--- config.mk ---
export PLATFORM = sky130hd
export DESIGN_NAME = voq_req_ctrl_flat
export DESIGN_NICKNAME = d
export VERILOG_FILES = /design/src/rtl/voq_req_ctrl_pkg.sv /design/src/rtl/voq_req_ctrl_if.sv /design/src/rtl/voq_req_ctrl_cnt.sv /design/src/rtl/voq_req_ctrl.sv /design/src/flat_wrapper.sv
export SDC_FILE = /design/constraint.sdc
export NUM_CORES = 1
export LEC_CHECK = 0
export ABC_CLOCK_PERIOD_IN_PS = 6400
export BUFFER_PORTS_ARGS = -buffer_cell sky130_fd_sc_hd__buf_4
export CAP_MARGIN = 30
export CORE_UTILIZATION = 60
export CTS_BUF_LIST = sky130_fd_sc_hd__clkbuf_4 sky130_fd_sc_hd__clkbuf_8
export DETAILED_ROUTE_END_ITERATION = 12
export GPL_TIMING_DRIVEN = 0
export MAX_ROUTING_LAYER = met4
export PLACE_DENSITY = 0.87
export SETUP_SLACK_MARGIN = 0.1
export SLEW_MARGIN = 20
export SYNTH_ARGS = -nofsm -noshare
export SYNTH_HDL_FRONTEND = slang
export SYNTH_SLANG_ARGS = --single-unit
--- constraint.sdc ---
create_clock -name clk -period 6.4 [get_ports clk]
set_clock_uncertainty 0.1 [all_clocks]
set_input_delay 0.32 -clock clk [delete_from_list [all_inputs] [get_ports clk]]
set_output_delay 0.32 -clock clk [all_outputs]
set_load 0.03 [all_outputs]
--- src/rtl/voq_req_ctrl_pkg.sv ---
// Shared types, state encodings and helpers for the VOQ request controller.
package voq_req_ctrl_pkg;

  localparam int unsigned PORT_NUM_DEF  = 4;
  localparam int unsigned CNT_WIDTH_DEF = 8;

  typedef enum logic [3:0] {
    IDLE  = 4'b0001,
    REQ   = 4'b0010,
    WAIT  = 4'b0100,
    ISSUE = 4'b1000
  } state_t;

  typedef logic [1:0] port_idx_t;
  typedef logic [PORT_NUM_DEF-1:0][PORT_NUM_DEF-1:0] port_mat_t;

  function automatic port_idx_t oh2bin(input logic [PORT_NUM_DEF-1:0] oh);
    port_idx_t idx;
    idx = '0;
    for (int unsigned k = 0; k < PORT_NUM_DEF; k++)
      if (oh[k]) idx = port_idx_t'(k);
    return idx;
  endfunction

  function automatic logic is_onehot(input logic [PORT_NUM_DEF-1:0] v);
    return (v != '0) && ((v & (v - 1'b1)) == '0);
  endfunction

endpackage

--- src/rtl/voq_req_ctrl_if.sv ---
// Enqueue, arbiter handshake and dequeue signals of the VOQ request controller.
interface voq_req_ctrl_if;
  import voq_req_ctrl_pkg::*;

  logic [3:0]      enq_valid;
  logic [3:0][1:0] enq_dst;
  logic [3:0]      enq_ready;
  logic [3:0]      tx_rdy_vect;
  logic            arb_valid_in;
  logic            arb_ready_in;
  port_mat_t       rx_req_vect;
  logic            arb_valid_out;
  logic            arb_ready_out;
  port_mat_t       arb_vect;
  logic [3:0]      deq_valid;
  logic [3:0][1:0] deq_dst;
  logic            grant_err;

  modport master (
    output enq_valid, enq_dst, tx_rdy_vect, arb_ready_in, arb_valid_out, arb_vect,
    input  enq_ready, arb_valid_in, rx_req_vect, arb_ready_out, deq_valid, deq_dst, grant_err
  );

  modport slave (
    input  enq_valid, enq_dst, tx_rdy_vect, arb_ready_in, arb_valid_out, arb_vect,
    output enq_ready, arb_valid_in, rx_req_vect, arb_ready_out, deq_valid, deq_dst, grant_err
  );
endinterface

--- src/rtl/voq_req_ctrl_cnt.sv ---
// Saturating up/down pending-frame counter for one (input, output) pair.
module voq_cnt #(
  parameter int unsigned CNT_WIDTH = 8
) (
  input  logic clk,
  input  logic rst,
  input  logic inc,
  input  logic dec,
  output logic sat,
  output logic zero
);
  logic [CNT_WIDTH-1:0] cnt;

  assign sat  = (cnt == '1);
  assign zero = (cnt == '0);

  always_ff @(posedge clk) begin
    if (rst)
      cnt <= '0;
    else if (inc && !dec && !sat)
      cnt <= cnt + 1'b1;
    else if (dec && !inc && !zero)
      cnt <= cnt - 1'b1;
  end
endmodule

--- src/rtl/voq_req_ctrl.sv ---
// VOQ request controller: per-pair frame counters, request snapshot, arbiter
// handshake and one dequeue command per validly granted input.
module voq_req_ctrl
  import voq_req_ctrl_pkg::*;
#(
  parameter int unsigned PORT_NUM  = PORT_NUM_DEF,
  parameter int unsigned CNT_WIDTH = CNT_WIDTH_DEF
) (
  input  logic         clk,
  input  logic         rst,
  voq_req_ctrl_if.slave bus
);
  state_t          state;
  port_mat_t       req_reg, req_snap, inc, dec, sat, zero;
  logic [3:0]      enq_rdy, deq_ok, gnt_bad;
  logic [3:0][1:0] deq_idx;
  logic [3:0]      deq_valid_r;
  logic [3:0][1:0] deq_dst_r;
  logic            arb_valid_r, arb_ready_r, err_r;

  for (genvar i = 0; i < PORT_NUM; i++) begin : g_in
    for (genvar o = 0; o < PORT_NUM; o++) begin : g_out
      voq_cnt #(.CNT_WIDTH(CNT_WIDTH)) u_cnt (
        .clk  (clk),
        .rst  (rst),
        .inc  (inc[i][o]),
        .dec  (dec[i][o]),
        .sat  (sat[i][o]),
        .zero (zero[i][o])
      );
    end
  end

  always_comb begin
    enq_rdy  = '0;
    inc      = '0;
    dec      = '0;
    req_snap = '0;
    deq_idx  = '0;
    deq_ok   = '0;
    gnt_bad  = '0;
    for (int unsigned i = 0; i < PORT_NUM; i++) begin
      for (int unsigned o = 0; o < PORT_NUM; o++) begin
        dec[i][o]      = deq_valid_r[i] && (deq_dst_r[i] == port_idx_t'(o));
        req_snap[i][o] = !zero[i][o] && bus.tx_rdy_vect[o];
      end
      // A same-cycle decrement frees a slot in a saturated counter.
      enq_rdy[i] = !sat[i][bus.enq_dst[i]] || dec[i][bus.enq_dst[i]];
      for (int unsigned o = 0; o < PORT_NUM; o++)
        inc[i][o] = bus.enq_valid[i] && enq_rdy[i] && (bus.enq_dst[i] == port_idx_t'(o));
      deq_idx[i] = oh2bin(bus.arb_vect[i]);
      deq_ok[i]  = is_onehot(bus.arb_vect[i]) && ((bus.arb_vect[i] & ~req_reg[i]) == '0)
                   && !zero[i][deq_idx[i]];
      gnt_bad[i] = (bus.arb_vect[i] != '0) && !deq_ok[i];
    end
  end

  // The grant is checked and decoded as it is captured, so the registered
  // deq_valid/deq_dst pair is the validated grant register used during ISSUE.
  always_ff @(posedge clk) begin
    if (rst) begin
      state       <= IDLE;
      req_reg     <= '0;
      arb_valid_r <= 1'b0;
      arb_ready_r <= 1'b0;
      deq_valid_r <= '0;
      deq_dst_r   <= '0;
      err_r       <= 1'b0;
    end else begin
      case (state)
        IDLE: begin
          req_reg <= req_snap;
          if (req_snap != '0) begin
            arb_valid_r <= 1'b1;
            state       <= REQ;
          end
        end
        REQ: begin
          if (bus.arb_ready_in) begin
            arb_valid_r <= 1'b0;
            arb_ready_r <= 1'b1;
            state       <= WAIT;
          end
        end
        WAIT: begin
          if (bus.arb_valid_out) begin
            arb_ready_r <= 1'b0;
            deq_valid_r <= deq_ok;
            for (int unsigned i = 0; i < PORT_NUM; i++)
              deq_dst_r[i] <= deq_ok[i] ? deq_idx[i] : port_idx_t'(0);
            err_r <= err_r | (gnt_bad != '0);
            state <= ISSUE;
          end
        end
        ISSUE: begin
          req_reg     <= '0;
          deq_valid_r <= '0;
          state       <= IDLE;
        end
        default: state <= IDLE;
      endcase
    end
  end

  assign bus.enq_ready     = enq_rdy;
  assign bus.arb_valid_in  = arb_valid_r;
  assign bus.arb_ready_out = arb_ready_r;
  assign bus.rx_req_vect   = req_reg;
  assign bus.deq_valid     = deq_valid_r;
  assign bus.deq_dst       = deq_dst_r;
  assign bus.grant_err     = err_r;
endmodule

--- src/flat_wrapper.sv ---
// flat-port wrapper written by rule: the top's interface ports become plain ports
module voq_req_ctrl_flat import voq_req_ctrl_pkg::*;
#(
  parameter int unsigned PORT_NUM  = PORT_NUM_DEF,
  parameter int unsigned CNT_WIDTH = CNT_WIDTH_DEF
)
  (clk, rst, bus_enq_valid, bus_enq_dst, bus_tx_rdy_vect, bus_arb_ready_in, bus_arb_valid_out, bus_arb_vect, bus_enq_ready, bus_arb_valid_in, bus_rx_req_vect, bus_arb_ready_out, bus_deq_valid, bus_deq_dst, bus_grant_err);
  voq_req_ctrl_if bus_i ();
  input  logic clk;
  input  logic rst;
  input wire logic [$bits(bus_i.enq_valid)-1:0] bus_enq_valid;
  input wire logic [$bits(bus_i.enq_dst)-1:0] bus_enq_dst;
  input wire logic [$bits(bus_i.tx_rdy_vect)-1:0] bus_tx_rdy_vect;
  input wire logic [$bits(bus_i.arb_ready_in)-1:0] bus_arb_ready_in;
  input wire logic [$bits(bus_i.arb_valid_out)-1:0] bus_arb_valid_out;
  input wire logic [$bits(bus_i.arb_vect)-1:0] bus_arb_vect;
  output wire logic [$bits(bus_i.enq_ready)-1:0] bus_enq_ready;
  output wire logic [$bits(bus_i.arb_valid_in)-1:0] bus_arb_valid_in;
  output wire logic [$bits(bus_i.rx_req_vect)-1:0] bus_rx_req_vect;
  output wire logic [$bits(bus_i.arb_ready_out)-1:0] bus_arb_ready_out;
  output wire logic [$bits(bus_i.deq_valid)-1:0] bus_deq_valid;
  output wire logic [$bits(bus_i.deq_dst)-1:0] bus_deq_dst;
  output wire logic [$bits(bus_i.grant_err)-1:0] bus_grant_err;
  assign bus_i.enq_valid = bus_enq_valid;
  assign bus_i.enq_dst = bus_enq_dst;
  assign bus_i.tx_rdy_vect = bus_tx_rdy_vect;
  assign bus_i.arb_ready_in = bus_arb_ready_in;
  assign bus_i.arb_valid_out = bus_arb_valid_out;
  assign bus_i.arb_vect = bus_arb_vect;
  assign bus_enq_ready = bus_i.enq_ready;
  assign bus_arb_valid_in = bus_i.arb_valid_in;
  assign bus_rx_req_vect = bus_i.rx_req_vect;
  assign bus_arb_ready_out = bus_i.arb_ready_out;
  assign bus_deq_valid = bus_i.deq_valid;
  assign bus_deq_dst = bus_i.deq_dst;
  assign bus_grant_err = bus_i.grant_err;
  voq_req_ctrl #(.PORT_NUM(PORT_NUM), .CNT_WIDTH(CNT_WIDTH)) u_core (.clk(clk), .rst(rst), .bus(bus_i));
endmodule
==> run metrics <==
R2R setup slack=between 3 and 4 ns; Simple-Gate Fraction of Synth Area=roughly a quarter; non-filler instance count after layout=~1.7k; vias=about 11k; sequential share of the synthesized area=between 20 and 30%; cell area after layout=approximately 13000 µm²; Synth Area in Compound Gates=between 10% and 20%; die height=140 µm; Worst-Skew Late Latency=between 0.4 and 0.5 ns; Hold Path Depth=3; Worst R2R End=u_core.g_in[0].g_out[1].u_cnt.cnt[7]; Rel. slew slack=36.4%; Slew Limit Fails=0; Synth top area share=between 20% and 30%; RSZ-0062 raised after global routing=no; area grow syn2layout=10.1%; port bufs=65; GPL Wtd Cong=0.908; die footprint=~20000 µm²; routed vias/inst=roughly 6.2; R2R cell count=12; vias in the first global route=10.1k; first-pass GRT wire length=between 40000 and 50000 µm; WP data arrival=around 3.6 ns; fin crit period=about 3.3 ns; # setup viols final=0; Power Density=approximately 220 nW/µm²; Max Clock Freq=0.299 GHz; Core ar.=between 15000 and 20000 µm²; clock-pin slew on the worst setup and hold paths=about 0.090 ns; largest area contributor in the netlist=dfxtp_1; Mapped Nets=approximately 1.5k; Longest Clk Path Bufs=2; adder-cell share of the synthesized area=13.3%; fillers=roughly 1.5k; Rows=50; final hold vios=0; status=complete, no violations; worst r2r src=u_core.g_in[0].g_out[1].u_cnt.cnt[0]; DR pass1 iterations=5; initial core utilization=61.2%; count leader, synth=nor2_1; Place WS=3.07 ns; antenna violations before repair=0; Initial DRC Count=just over 800; Post-Synth XOR/XNOR Area=under 10%; hpwl dp=about 22000 µm; Worst VDD drop=between 0.15 and 0.2 mV; Clk Tree Root Cell=clkbuf_8; Max Cap Violations=0; largest family of logic cells by synthesized area=simple AND/OR/NAND/NOR gates; CP startpoint kind=register; total gr overflow=0; Ports=71; fin nets=about 1.6k; CTS tree=yes; GR Util All Layers=between 30 and 40%; Post-synth EDFFs=0; main flop type after synthesis=dfxtp_1; layout cells sized above 1=10.3%; Slew @ Worst Pin=around 0.95 ns; H-tree levels=4; ys async rst share=0%; Die Wd=~140 µm; WL final=between 20000 and 30000 µm; post-route ant nets=0; Inserted Diodes=0; final core utilization=just under 70%; average size of a mapped cell=approximately 8.3 µm²; drt wl/cell=approximately 17 µm; placed insts=1683; Worst Setup End Kind=register; Hold Path End=u_core.bus.arb_ready_out; setup slack after layout=3.05 ns; Pleak=between 5 and 6 nW; Power Total=between 2 and 3 mW; Hold Crit Class=in -> reg; synth cell count leaders=nor2_1, dfxtp_1, a21oi_1; Final TNS setup=0 ns; Worst Path Class, Setup=reg -> reg; Hold Slack=roughly 0.068 ns; Distinct cells, synth=between 60 and 70; Num CTS Buffers=17; # DRC=0; Yosys reg bits=around 160; CP required=6.68 ns; post-synthesis mux area share=between 6 and 7%; area post-placement=12200 µm²; Syn Inst Count=around 1.4k; yosys warns=0; post_cts resized=0; HP Start=bus_arb_ready_in; crit-path max FO=15; largest net degree at the start of global routing=17; number of setup buffers added after CTS=0; clock sink total=approximately 160; hold_buf cts=0; Final Cycle Share=between 50% and 60%; Post-Syn Area=roughly 11000 µm²; top post-synthesis cells by area=dfxtp_1, ha_1, xnor2_1
[state kept, by name (all words and copies together) (netlist names)]
register,count
u_core.bus.grant_err,1
u_core.bus.arb_ready_out,1
u_core.bus.arb_valid_in,1
u_core.g_in.g_out.u_cnt.cnt,128
u_core.state,4
u_core.bus.deq_valid,4
u_core.bus.deq_dst,8
u_core.bus.rx_req_vect,16
[cell type report]
| class | instances | area [µm²] | share of cell area (%) |
|---|---|---|---|
| Buffer | 34 | 154 | 1.22 |
| Clock buffer | 21 | 277 | 2.19 |
| Clock inverter | 10 | 85.1 | 0.675 |
| Inverter | 56 | 210 | 1.67 |
| Multi-Input combinational cell | 1128 | 7810 | 62.0 |
| Sequential cell | 163 | 3260 | 25.9 |
| Tap cell | 234 | 293 | 2.32 |
| Timing Repair Buffer | 68 | 505 | 4.01 |
[layout by cell type (no fill, tap or decap), types with 8 or more instances in the layout]
cell type / n
nor2_1: 203
dfxtp_1: 163
a21oi_1: 112
xnor2_1: 102
ha_1: 96
nand2_1: 84
buf_4: 67
mux2i_1: 67
inv_1: 55
nand3_1: 43
nor3_1: 37
nand4_1: 35
nor4_1: 34
a21o_1: 29
clkbuf_1: 25
o21ai_0: 24
o21bai_1: 24
a22oi_1: 21
clkbuf_8: 19
fa_1: 16
a211oi_1: 14
o22ai_1: 14
and3b_1: 14
or3_1: 13
o41ai_1: 12
nand3b_1: 11
nor2b_1: 10
or2_2: 10
a2111oi_0: 10
buf_2: 8
nand2b_1: 8
nand2_2: 8
[routing by layer]
metal / up-vias / global-route usage, % / part of all wire, %
met4: 0 / 15.6 / 4.0
met3: 90 / 4.38 / 5.4
met2: 346 / 51.3 / 49
met5: - / - / 0
met1: 5042 / 35.5 / 42
li1: 5178 / - / -
[report_power, final]
part           total (mW)  internal (mW)  switching (mW)
logic               0.858          0.376           0.481
registers            1.17           1.08          0.0852
clock network       0.727          0.331           0.395
total                2.75           1.79           0.962
[worst max-delay path by stage]
stage / from / end / slack (ns)
detailed placement: u_core.bus.deq_valid[1] / u_core.g_in[1].g_out[0].u_cnt.cnt[7] / 3.07
floorplan: u_core.bus.deq_valid[1] / u_core.g_in[1].g_out[0].u_cnt.cnt[7] / 3.25
CTS: u_core.bus.deq_valid[1] / u_core.g_in[1].g_out[0].u_cnt.cnt[7] / 3.06
global route: u_core.bus.deq_valid[1] / u_core.g_in[1].g_out[0].u_cnt.cnt[7] / 2.79
global placement: u_core.g_in[2].g_out[1].u_cnt.cnt[0] / u_core.g_in[2].g_out[1].u_cnt.cnt[7] / 2.92
finish: u_core.g_in[0].g_out[1].u_cnt.cnt[0] / u_core.g_in[0].g_out[1].u_cnt.cnt[7] / 3.05
[critical path: stages (launching register included)]
cell       delay (ns)
dfxtp_1          0.38
nand4_1          0.10
nor2_1           0.08
or4_1            0.51
buf_2            0.25
ha_1             0.32
a21o_1           0.18
a21oi_1          0.22
o21bai_1         0.13
a2111oi_0        0.71
nor2_1           0.10
o21ai_1          0.10
nand2_1          0.06
[cells by family (layout without fill, tap and decap cells)]
kind of cell               Yosys count  after routing
and+or+nand+nor                    541            541
buffers and inverters               90            189
xor gates and xnor gates           107            107
adders and majority gates          112            112
DFF                                163            163
muxes                               69             69
AOI/OAI and AO/OA                  299            299
No activity file was read; power rests on OpenSTA's default activity.
